File: config.mk
export PLATFORM = sky130hd
export DESIGN_NAME = dbus_arb_flat
export DESIGN_NICKNAME = d
export VERILOG_FILES = /design/src/rtl/dbus_arb_if.sv /design/src/rtl/dbus_arb.sv /design/src/flat_wrapper.sv
export SDC_FILE = /design/constraint.sdc
export NUM_CORES = 1
export LEC_CHECK = 0
export ABC_AREA = 1
export BUFFER_PORTS_ARGS = -buffer_cell sky130_fd_sc_hd__buf_4
export CAP_MARGIN = 20
export CORE_ASPECT_RATIO = 0.7
export CORE_MARGIN = 2
export CORE_UTILIZATION = 40
export DETAILED_ROUTE_END_ITERATION = 6
export PLACE_DENSITY_LB_ADDON = 0.05
export SYNTH_ARGS = -nofsm -noshare
export SYNTH_HDL_FRONTEND = slang
export SYNTH_SLANG_ARGS = --single-unit
File: constraint.sdc
create_clock -name clk -period 1.2 [get_ports clk]
set_input_delay 0.18 -clock clk [delete_from_list [all_inputs] [get_ports clk]]
set_output_delay 0.18 -clock clk [all_outputs]
set_load 0.05 [all_outputs]
File: src/rtl/dbus_arb_if.sv
// dbus_arb_if: bundles the master-side request/response signals and the dbus-side transfer signals.
// Latency: none, wires only.
// Backpressure: none, carries m_req/m_ack and b_req/b_ack handshakes unchanged.
// Modports:
//   master - the arbiter: drives dbus (b_*), answers the requesting masters (m_ack/m_err/m_rdata/grant).
//   slave  - the environment: drives master requests and the dbus response (b_ack/b_rdata).
// Optional: DBUS_ARB_LOCK_EN adds m_lock.
interface dbus_arb_if #(
    parameter int NMASTERS = 2,
    parameter int AW       = 8,
    parameter int DW       = 8
);
    logic [NMASTERS-1:0]    m_req;
    logic [NMASTERS-1:0]    m_we;
    logic [NMASTERS*AW-1:0] m_adr;
    logic [NMASTERS*DW-1:0] m_wdata;
    logic [NMASTERS-1:0]    m_ack;
    logic [NMASTERS-1:0]    m_err;
    logic [DW-1:0]          m_rdata;
    logic [NMASTERS-1:0]    grant;
    logic                   b_req;
    logic                   b_we;
    logic [AW-1:0]          b_adr;
    logic [DW-1:0]          b_wdata;
    logic                   b_ack;
    logic [DW-1:0]          b_rdata;
`ifdef DBUS_ARB_LOCK_EN
    logic [NMASTERS-1:0]    m_lock;

    modport master (
        input  m_lock, m_req, m_we, m_adr, m_wdata, b_ack, b_rdata,
        output m_ack, m_err, m_rdata, grant, b_req, b_we, b_adr, b_wdata
    );
    modport slave (
        output m_lock, m_req, m_we, m_adr, m_wdata, b_ack, b_rdata,
        input  m_ack, m_err, m_rdata, grant, b_req, b_we, b_adr, b_wdata
    );
`else
    modport master (
        input  m_req, m_we, m_adr, m_wdata, b_ack, b_rdata,
        output m_ack, m_err, m_rdata, grant, b_req, b_we, b_adr, b_wdata
    );
    modport slave (
        output m_req, m_we, m_adr, m_wdata, b_ack, b_rdata,
        input  m_ack, m_err, m_rdata, grant, b_req, b_we, b_adr, b_wdata
    );
`endif
endinterface

File: src/rtl/dbus_arb.sv
// dbus_arb: round-robin arbiter/sequencer letting NMASTERS masters share dbus, one transfer at a time.
// Latency: b_req rises 1 cycle after m_req is sampled; m_ack/m_err pulse 1 cycle after b_ack/timeout.
// Backpressure: masters hold m_req until m_ack/m_err; dbus stalls by withholding b_ack for up to TIMEOUT cycles.
// Ports: clk, rst (async active-low), bus (dbus_arb_if.master: m_* toward masters, b_* toward dbus).
// Optional: define DBUS_ARB_LOCK_EN to add m_lock[] (owner keeps the bus for up to 4 consecutive transfers).
module dbus_arb #(
    parameter int NMASTERS = 2,
    parameter int AW       = 8,
    parameter int DW       = 8,
    parameter int TIMEOUT  = 15
) (
    input  logic         clk,
    input  logic         rst,
    dbus_arb_if.master   bus
);
    localparam int         IW  = (NMASTERS > 1) ? $clog2(NMASTERS) : 1;
    localparam logic [7:0] TO8 = 8'(TIMEOUT);

    typedef enum logic [1:0] {IDLE, XFER, DONE} state_t;

    state_t                state;
    logic [NMASTERS-1:0]   grant_q;
    logic [IW-1:0]         own_q;
    logic [IW-1:0]         ptr_q;
    logic [7:0]            cnt_q;
    logic                  b_req_q;
    logic                  b_we_q;
    logic [AW-1:0]         b_adr_q;
    logic [DW-1:0]         b_wdata_q;
    logic [NMASTERS-1:0]   m_ack_q;
    logic [NMASTERS-1:0]   m_err_q;
    logic [DW-1:0]         m_rdata_q;
`ifdef DBUS_ARB_LOCK_EN
    logic                  locked_q;
    logic [1:0]            lock_run_q;
`endif

    // Cyclic search starting just after the last owner.
    logic [IW-1:0] sel_idx;
    logic          sel_vld;
    always_comb begin
        logic [IW-1:0] c;
        sel_idx = '0;
        sel_vld = 1'b0;
        c       = '0;
        for (int k = 1; k <= NMASTERS; k++) begin
            c = IW'((int'(ptr_q) + k) % NMASTERS);
            if (!sel_vld && bus.m_req[c]) begin
                sel_idx = c;
                sel_vld = 1'b1;
            end
        end
    end

    // A still-requesting locked owner overrides the round-robin choice.
    logic [IW-1:0] tgt_idx;
    logic          tgt_vld;
    logic          tgt_locked;
    always_comb begin
        tgt_idx    = sel_idx;
        tgt_vld    = sel_vld;
        tgt_locked = 1'b0;
`ifdef DBUS_ARB_LOCK_EN
        if (locked_q && bus.m_req[own_q]) begin
            tgt_idx    = own_q;
            tgt_vld    = 1'b1;
            tgt_locked = 1'b1;
        end
`endif
    end

    always_ff @(posedge clk or negedge rst) begin
        if (!rst) begin
            state      <= IDLE;
            grant_q    <= '0;
            own_q      <= '0;
            ptr_q      <= IW'(NMASTERS - 1);
            cnt_q      <= '0;
            b_req_q    <= 1'b0;
            b_we_q     <= 1'b0;
            b_adr_q    <= '0;
            b_wdata_q  <= '0;
            m_ack_q    <= '0;
            m_err_q    <= '0;
            m_rdata_q  <= '0;
`ifdef DBUS_ARB_LOCK_EN
            locked_q   <= 1'b0;
            lock_run_q <= '0;
`endif
        end else begin
            // Completion strobes are single-cycle by construction.
            m_ack_q <= '0;
            m_err_q <= '0;
            case (state)
                IDLE: begin
                    cnt_q <= '0;
`ifdef DBUS_ARB_LOCK_EN
                    locked_q <= 1'b0;
                    if (!tgt_locked) lock_run_q <= '0;
`endif
                    if (tgt_vld) begin
                        grant_q          <= '0;
                        grant_q[tgt_idx] <= 1'b1;
                        own_q            <= tgt_idx;
                        b_we_q           <= bus.m_we[tgt_idx];
                        b_adr_q          <= bus.m_adr[tgt_idx*AW +: AW];
                        b_wdata_q        <= bus.m_wdata[tgt_idx*DW +: DW];
                        b_req_q          <= 1'b1;
                        state            <= XFER;
                    end else begin
                        grant_q <= '0;
                    end
                end
                XFER: begin
                    cnt_q <= cnt_q + 8'd1;
                    // b_ack is checked first so an ack in the timeout cycle still completes normally.
                    if (bus.b_ack) begin
                        m_rdata_q       <= bus.b_rdata;
                        m_ack_q[own_q]  <= 1'b1;
                        b_req_q         <= 1'b0;
                        state           <= DONE;
                    end else if (cnt_q + 8'd1 == TO8) begin
                        m_err_q[own_q]  <= 1'b1;
                        b_req_q         <= 1'b0;
                        state           <= DONE;
                    end
                end
                DONE: begin
                    cnt_q <= '0;
                    state <= IDLE;
`ifdef DBUS_ARB_LOCK_EN
                    // Lock honoured only on a clean completion and for at most 4 transfers in a row.
                    if (bus.m_lock[own_q] && !(|m_err_q) && lock_run_q != 2'd3) begin
                        locked_q   <= 1'b1;
                        lock_run_q <= lock_run_q + 2'd1;
                    end else begin
                        locked_q   <= 1'b0;
                        lock_run_q <= '0;
                        grant_q    <= '0;
                        ptr_q      <= own_q;
                    end
`else
                    grant_q <= '0;
                    ptr_q   <= own_q;
`endif
                end
                default: state <= IDLE;
            endcase
        end
    end

    assign bus.grant   = grant_q;
    assign bus.b_req   = b_req_q;
    assign bus.b_we    = b_we_q;
    assign bus.b_adr   = b_adr_q;
    assign bus.b_wdata = b_wdata_q;
    assign bus.m_ack   = m_ack_q;
    assign bus.m_err   = m_err_q;
    assign bus.m_rdata = m_rdata_q;
endmodule

File: src/flat_wrapper.sv
// flat-port wrapper written by rule: the top's interface ports become plain ports
module dbus_arb_flat 
#(
    parameter int NMASTERS = 2,
    parameter int AW       = 8,
    parameter int DW       = 8,
    parameter int TIMEOUT  = 15
)
  (clk, rst, bus_m_req, bus_m_we, bus_m_adr, bus_m_wdata, bus_b_ack, bus_b_rdata, bus_m_ack, bus_m_err, bus_m_rdata, bus_grant, bus_b_req, bus_b_we, bus_b_adr, bus_b_wdata);
  dbus_arb_if #(.NMASTERS(NMASTERS), .AW(AW), .DW(DW)) bus_i ();
  input  logic clk;
  input  logic rst;
  input wire logic [$bits(bus_i.m_req)-1:0] bus_m_req;
  input wire logic [$bits(bus_i.m_we)-1:0] bus_m_we;
  input wire logic [$bits(bus_i.m_adr)-1:0] bus_m_adr;
  input wire logic [$bits(bus_i.m_wdata)-1:0] bus_m_wdata;
  input wire logic [$bits(bus_i.b_ack)-1:0] bus_b_ack;
  input wire logic [$bits(bus_i.b_rdata)-1:0] bus_b_rdata;
  output wire logic [$bits(bus_i.m_ack)-1:0] bus_m_ack;
  output wire logic [$bits(bus_i.m_err)-1:0] bus_m_err;
  output wire logic [$bits(bus_i.m_rdata)-1:0] bus_m_rdata;
  output wire logic [$bits(bus_i.grant)-1:0] bus_grant;
  output wire logic [$bits(bus_i.b_req)-1:0] bus_b_req;
  output wire logic [$bits(bus_i.b_we)-1:0] bus_b_we;
  output wire logic [$bits(bus_i.b_adr)-1:0] bus_b_adr;
  output wire logic [$bits(bus_i.b_wdata)-1:0] bus_b_wdata;
  assign bus_i.m_req = bus_m_req;
  assign bus_i.m_we = bus_m_we;
  assign bus_i.m_adr = bus_m_adr;
  assign bus_i.m_wdata = bus_m_wdata;
  assign bus_i.b_ack = bus_b_ack;
  assign bus_i.b_rdata = bus_b_rdata;
  assign bus_m_ack = bus_i.m_ack;
  assign bus_m_err = bus_i.m_err;
  assign bus_m_rdata = bus_i.m_rdata;
  assign bus_grant = bus_i.grant;
  assign bus_b_req = bus_i.b_req;
  assign bus_b_we = bus_i.b_we;
  assign bus_b_adr = bus_i.b_adr;
  assign bus_b_wdata = bus_i.b_wdata;
  dbus_arb #(.NMASTERS(NMASTERS), .AW(AW), .DW(DW), .TIMEOUT(TIMEOUT)) u_core (.clk(clk), .rst(rst), .bus(bus_i));
endmodule
==> reports/qor.csv <==
stage,metric,value,unit
detailed_routing,met1 wire length,2957,um
detailed_routing,total routed wirelength,5791,um
finish,nets,388,
clocking,CTS tree,done,
run_status,failing checks,setup timing,
clocking,CTS buffer count,5,
yosys,Synth Area in Adders,1.203,%
timing,Clock Skew,0.006965,ns
critical_path,CP endpoint kind,flop,
global_route,initial antenna violation count,0,
floorplanning,Ports,79,
finish,share of layout cells above drive strength 1,57.06,%
critical_path,startpoint types,flop,
critical_path,crit path max fanout,3,
yosys,syn_nets,272,
hold_path,HP Class,input pin to flop,
detailed_routing,DR WL met2,2441,um
timing,Fin Setup TNS,-3.449,ns
finish,diodes inserted,0,
yosys,post-synthesis mux area share,5.773,%
critical_path,crit path DAT,1.63,ns
detailed_routing,post-route ant nets,0,
yosys,synthesized cell area,2081,um2
timing,Fin. Hold Viols,0,
floorplanning,Initial Util,42.58,%
power_and_ir_drop,Worst IR Drop VDD,1641,uV
timing,Achievable Freq,693.1,MHz
yosys,post-synthesis cell count,223,
clocking,TritonCTS Sinks,44,
floorplanning,die height,64.35,um
power_and_ir_drop,pwr/cell area,2754,nW/um2
clocking,Root Driver,clkbuf_8,
floorplanning,Core Region,4887,um2
timing,worst setup margin,-0.2428,ns
yosys,sequential-to-total area share from yosys stat,52.98,%
run,Max-Cap Viols,0,
critical_path,r2r setup slk,-0.24,ns
detailed_routing,wire per inst,14.16,um
detailed_routing,DRC Markers,0,
timing,Worst-Margin Slew,0.2978,ns
critical_path,Crit Path Category,flop to flop,
floorplanning,die area,5804,um2
finish,"commonest non-fill, non-tap cell in the layout",buf_4,
timing,Final Max Tran Viols,0,
power_and_ir_drop,Pleak,1.692,nW
timing,final setup violation count,34,
yosys,Synth Area in Simple Gates,30.07,%
global_route,largest net degree at the start of global routing,20,
finish,synthesis-to-finish area growth,65.24,%
detailed_routing,Initial DRT Pass Iterations,6,
yosys,library cells used by synthesis,22,
yosys,largest family of logic cells by synthesized area,simple AND/OR/NAND/NOR gates,
timing,Max-slew headroom,80.13,%
critical_path,"Req. time, crit path",1.39,ns
finish,"commonest non-fill, non-tap cells in the layout","buf_4 (105), dfrtp_1 (40), nand2_1 (37), nand3_1 (21), nand3_2 (20)",
place,IO buf count,78,
timing,fin crit share,120.2,%
detailed_routing,routed wl met3,378,um
yosys,Yosys reg bits,44,
global_route,All-Layer GR Usage,19.13,%
timing,RSZ-0062 raised after global routing,true,
global_route,Overflow after GRT,0,
place,GP Congestion,0.8047,
timing,worst hold slack,0.1213,ns
place,Post-DP HPWL,3820,um
yosys,Synth warnings,0,
timing,min Tclk post-route,1.443,ns
clocking,H-tree Lvls,2,
floorplanning,row count,21,
detailed_routing,via/cell ratio,4.910,
clocking,Clock Latency Late Sink,0.29,ns
yosys,complex-gate fraction of the synthesized area,3.909,%
yosys,Synth Area in XOR/XNOR,0.4209,%
global_route,vias in the first global route,1829,
detailed_routing,Vias,2008,
detailed_routing,initial DRC count,96,
global_route,first-pass GRT wire length,8901,um
clocking,clock-pin slew on the worst setup and hold paths,0.08,ns
yosys,synthesized area per cell,9.331,um2
floorplanning,DIE WIDTH,90.21,um
detailed_routing,Top Metal Used,met4,
clocking,Clock Path Buffers,2,
run_status,status,"complete, but fails checks",
[sequential cells by signal, indices dropped and copies added, names as in the netlist]
signal and cells:
u_core.own_q 1, u_core.bus.b_adr 8, u_core.cnt_q 8, u_core.bus.b_wdata 8, u_core.state 2, u_core.bus.m_rdata 8
u_core.bus.m_err 2, u_core.bus.grant 2, u_core.bus.b_we 1, u_core.bus.b_req 1, u_core.ptr_q 1, u_core.bus.m_ack 2
[final timing paths]
path	start	endpoint	cells past startpoint
worst max-delay path	u_core.cnt_q[0]	u_core.bus.b_req	11
worst min-delay path	bus_b_rdata[7]	u_core.bus.m_rdata[7]	2
worst max register to register	u_core.cnt_q[0]	u_core.bus.b_req	11
worst min register to register	u_core.own_q	u_core.bus.m_ack[0]	1
max in group asynchronous	rst	u_core.bus.grant[1]	3
min in group asynchronous	rst	u_core.bus.grant[0]	2
[worst max-delay path, stage by stage, from the launching register on]
cell     delay, ns
dfrtp_1       0.43
ha_4          0.20
nand2_2       0.05
nand2_2       0.05
nor2_1        0.09
nand3_1       0.10
nor2_1        0.11
nand2_1       0.07
nand2_1       0.08
nand2_1       0.05
nand2_1       0.05
nand2_1       0.04
[repair_timing]
action | CTS | global route
setup endpoints to repair | 32 | 41
hold buffers | 1 | 0
cloned | 1 | 4
endpoints found under the hold margin | 34 | 0
buffers inserted | 7 | 6
pin swaps | 3 | 17
resized for setup | 9 | 56
[metrics by stage]
step / worst slack [ns] / total power, mW / instance area [um2] / std cells / utilization, %
finish: -0.2428 / 9.471 / 3438 / 409 / 70.35
global placement: -0.1950 / 7.233 / 2910 / 384 / 59.55
global route: -0.4094 / 9.965 / 3438 / 409 / 70.35
CTS: -0.2256 / 8.851 / 3169 / 401 / 64.85
detailed placement: -0.2533 / 7.258 / 2910 / 384 / 59.55
floorplan: -0.1210 / 5.722 / 2108 / 223 / -
[report_power, final]
part           internal (mW)  switching, mW  leakage [nW]
Combinational           2.22           3.54          1.08
Clock                  0.734          0.476        0.0645
Sequential              2.10          0.408         0.548
Total                   5.05           4.42          1.69
[final cells by class]
class                           instances  area [um2]
Fill cell                             386        1449
Timing Repair inverter                  2       17.52
Inverter                               15       61.31
Tap cell                               69       86.33
Clock inverter                          1       30.03
Timing Repair Buffer                  116       972.2
Clock buffer                            7       96.34
Multi-Input combinational cell        155        1069
Sequential cell                        44        1106
[cell usage after synthesis]
library cell | count | share of area [%]
o21ai_0 | 6 | 1.4
o21ai_1 | 1 | 0.24
inv_1 | 11 | 2.0
inv_2 | 4 | 0.72
nand2_4 | 1 | 0.54
xor2_1 | 1 | 0.42
dfrtp_1 | 43 | 52
nand2_1 | 52 | 9.4
dfstp_2 | 1 | 1.3
nor2_4 | 3 | 1.6
clkbuf_1 | 2 | 0.36
nand3_1 | 42 | 10
buf_2 | 4 | 0.96
ha_1 | 2 | 1.2
a31oi_1 | 1 | 0.30
nor2_8 | 1 | 0.96
a21oi_1 | 3 | 0.72
buf_6 | 3 | 1.6
nor2_1 | 13 | 2.3
mux2_4 | 8 | 5.8
o22ai_1 | 4 | 1.2
nand4_1 | 17 | 5.1
[metal layers]
layer / track usage, % / up-vias
li1: - / 997
met1: 28.59 / 942
met2: 27.73 / 67
met3: 5.542 / 2
met4: 3.462 / 0
met5: 0 / -
[cell families after synthesis]
family | Yosys count
compound gates | 15
xor+xnor | 1
fa+ha+maj | 2
buf+inv | 24
flops | 44
mux | 8
simple gates | 129
(Power assumes the default switching activity.)
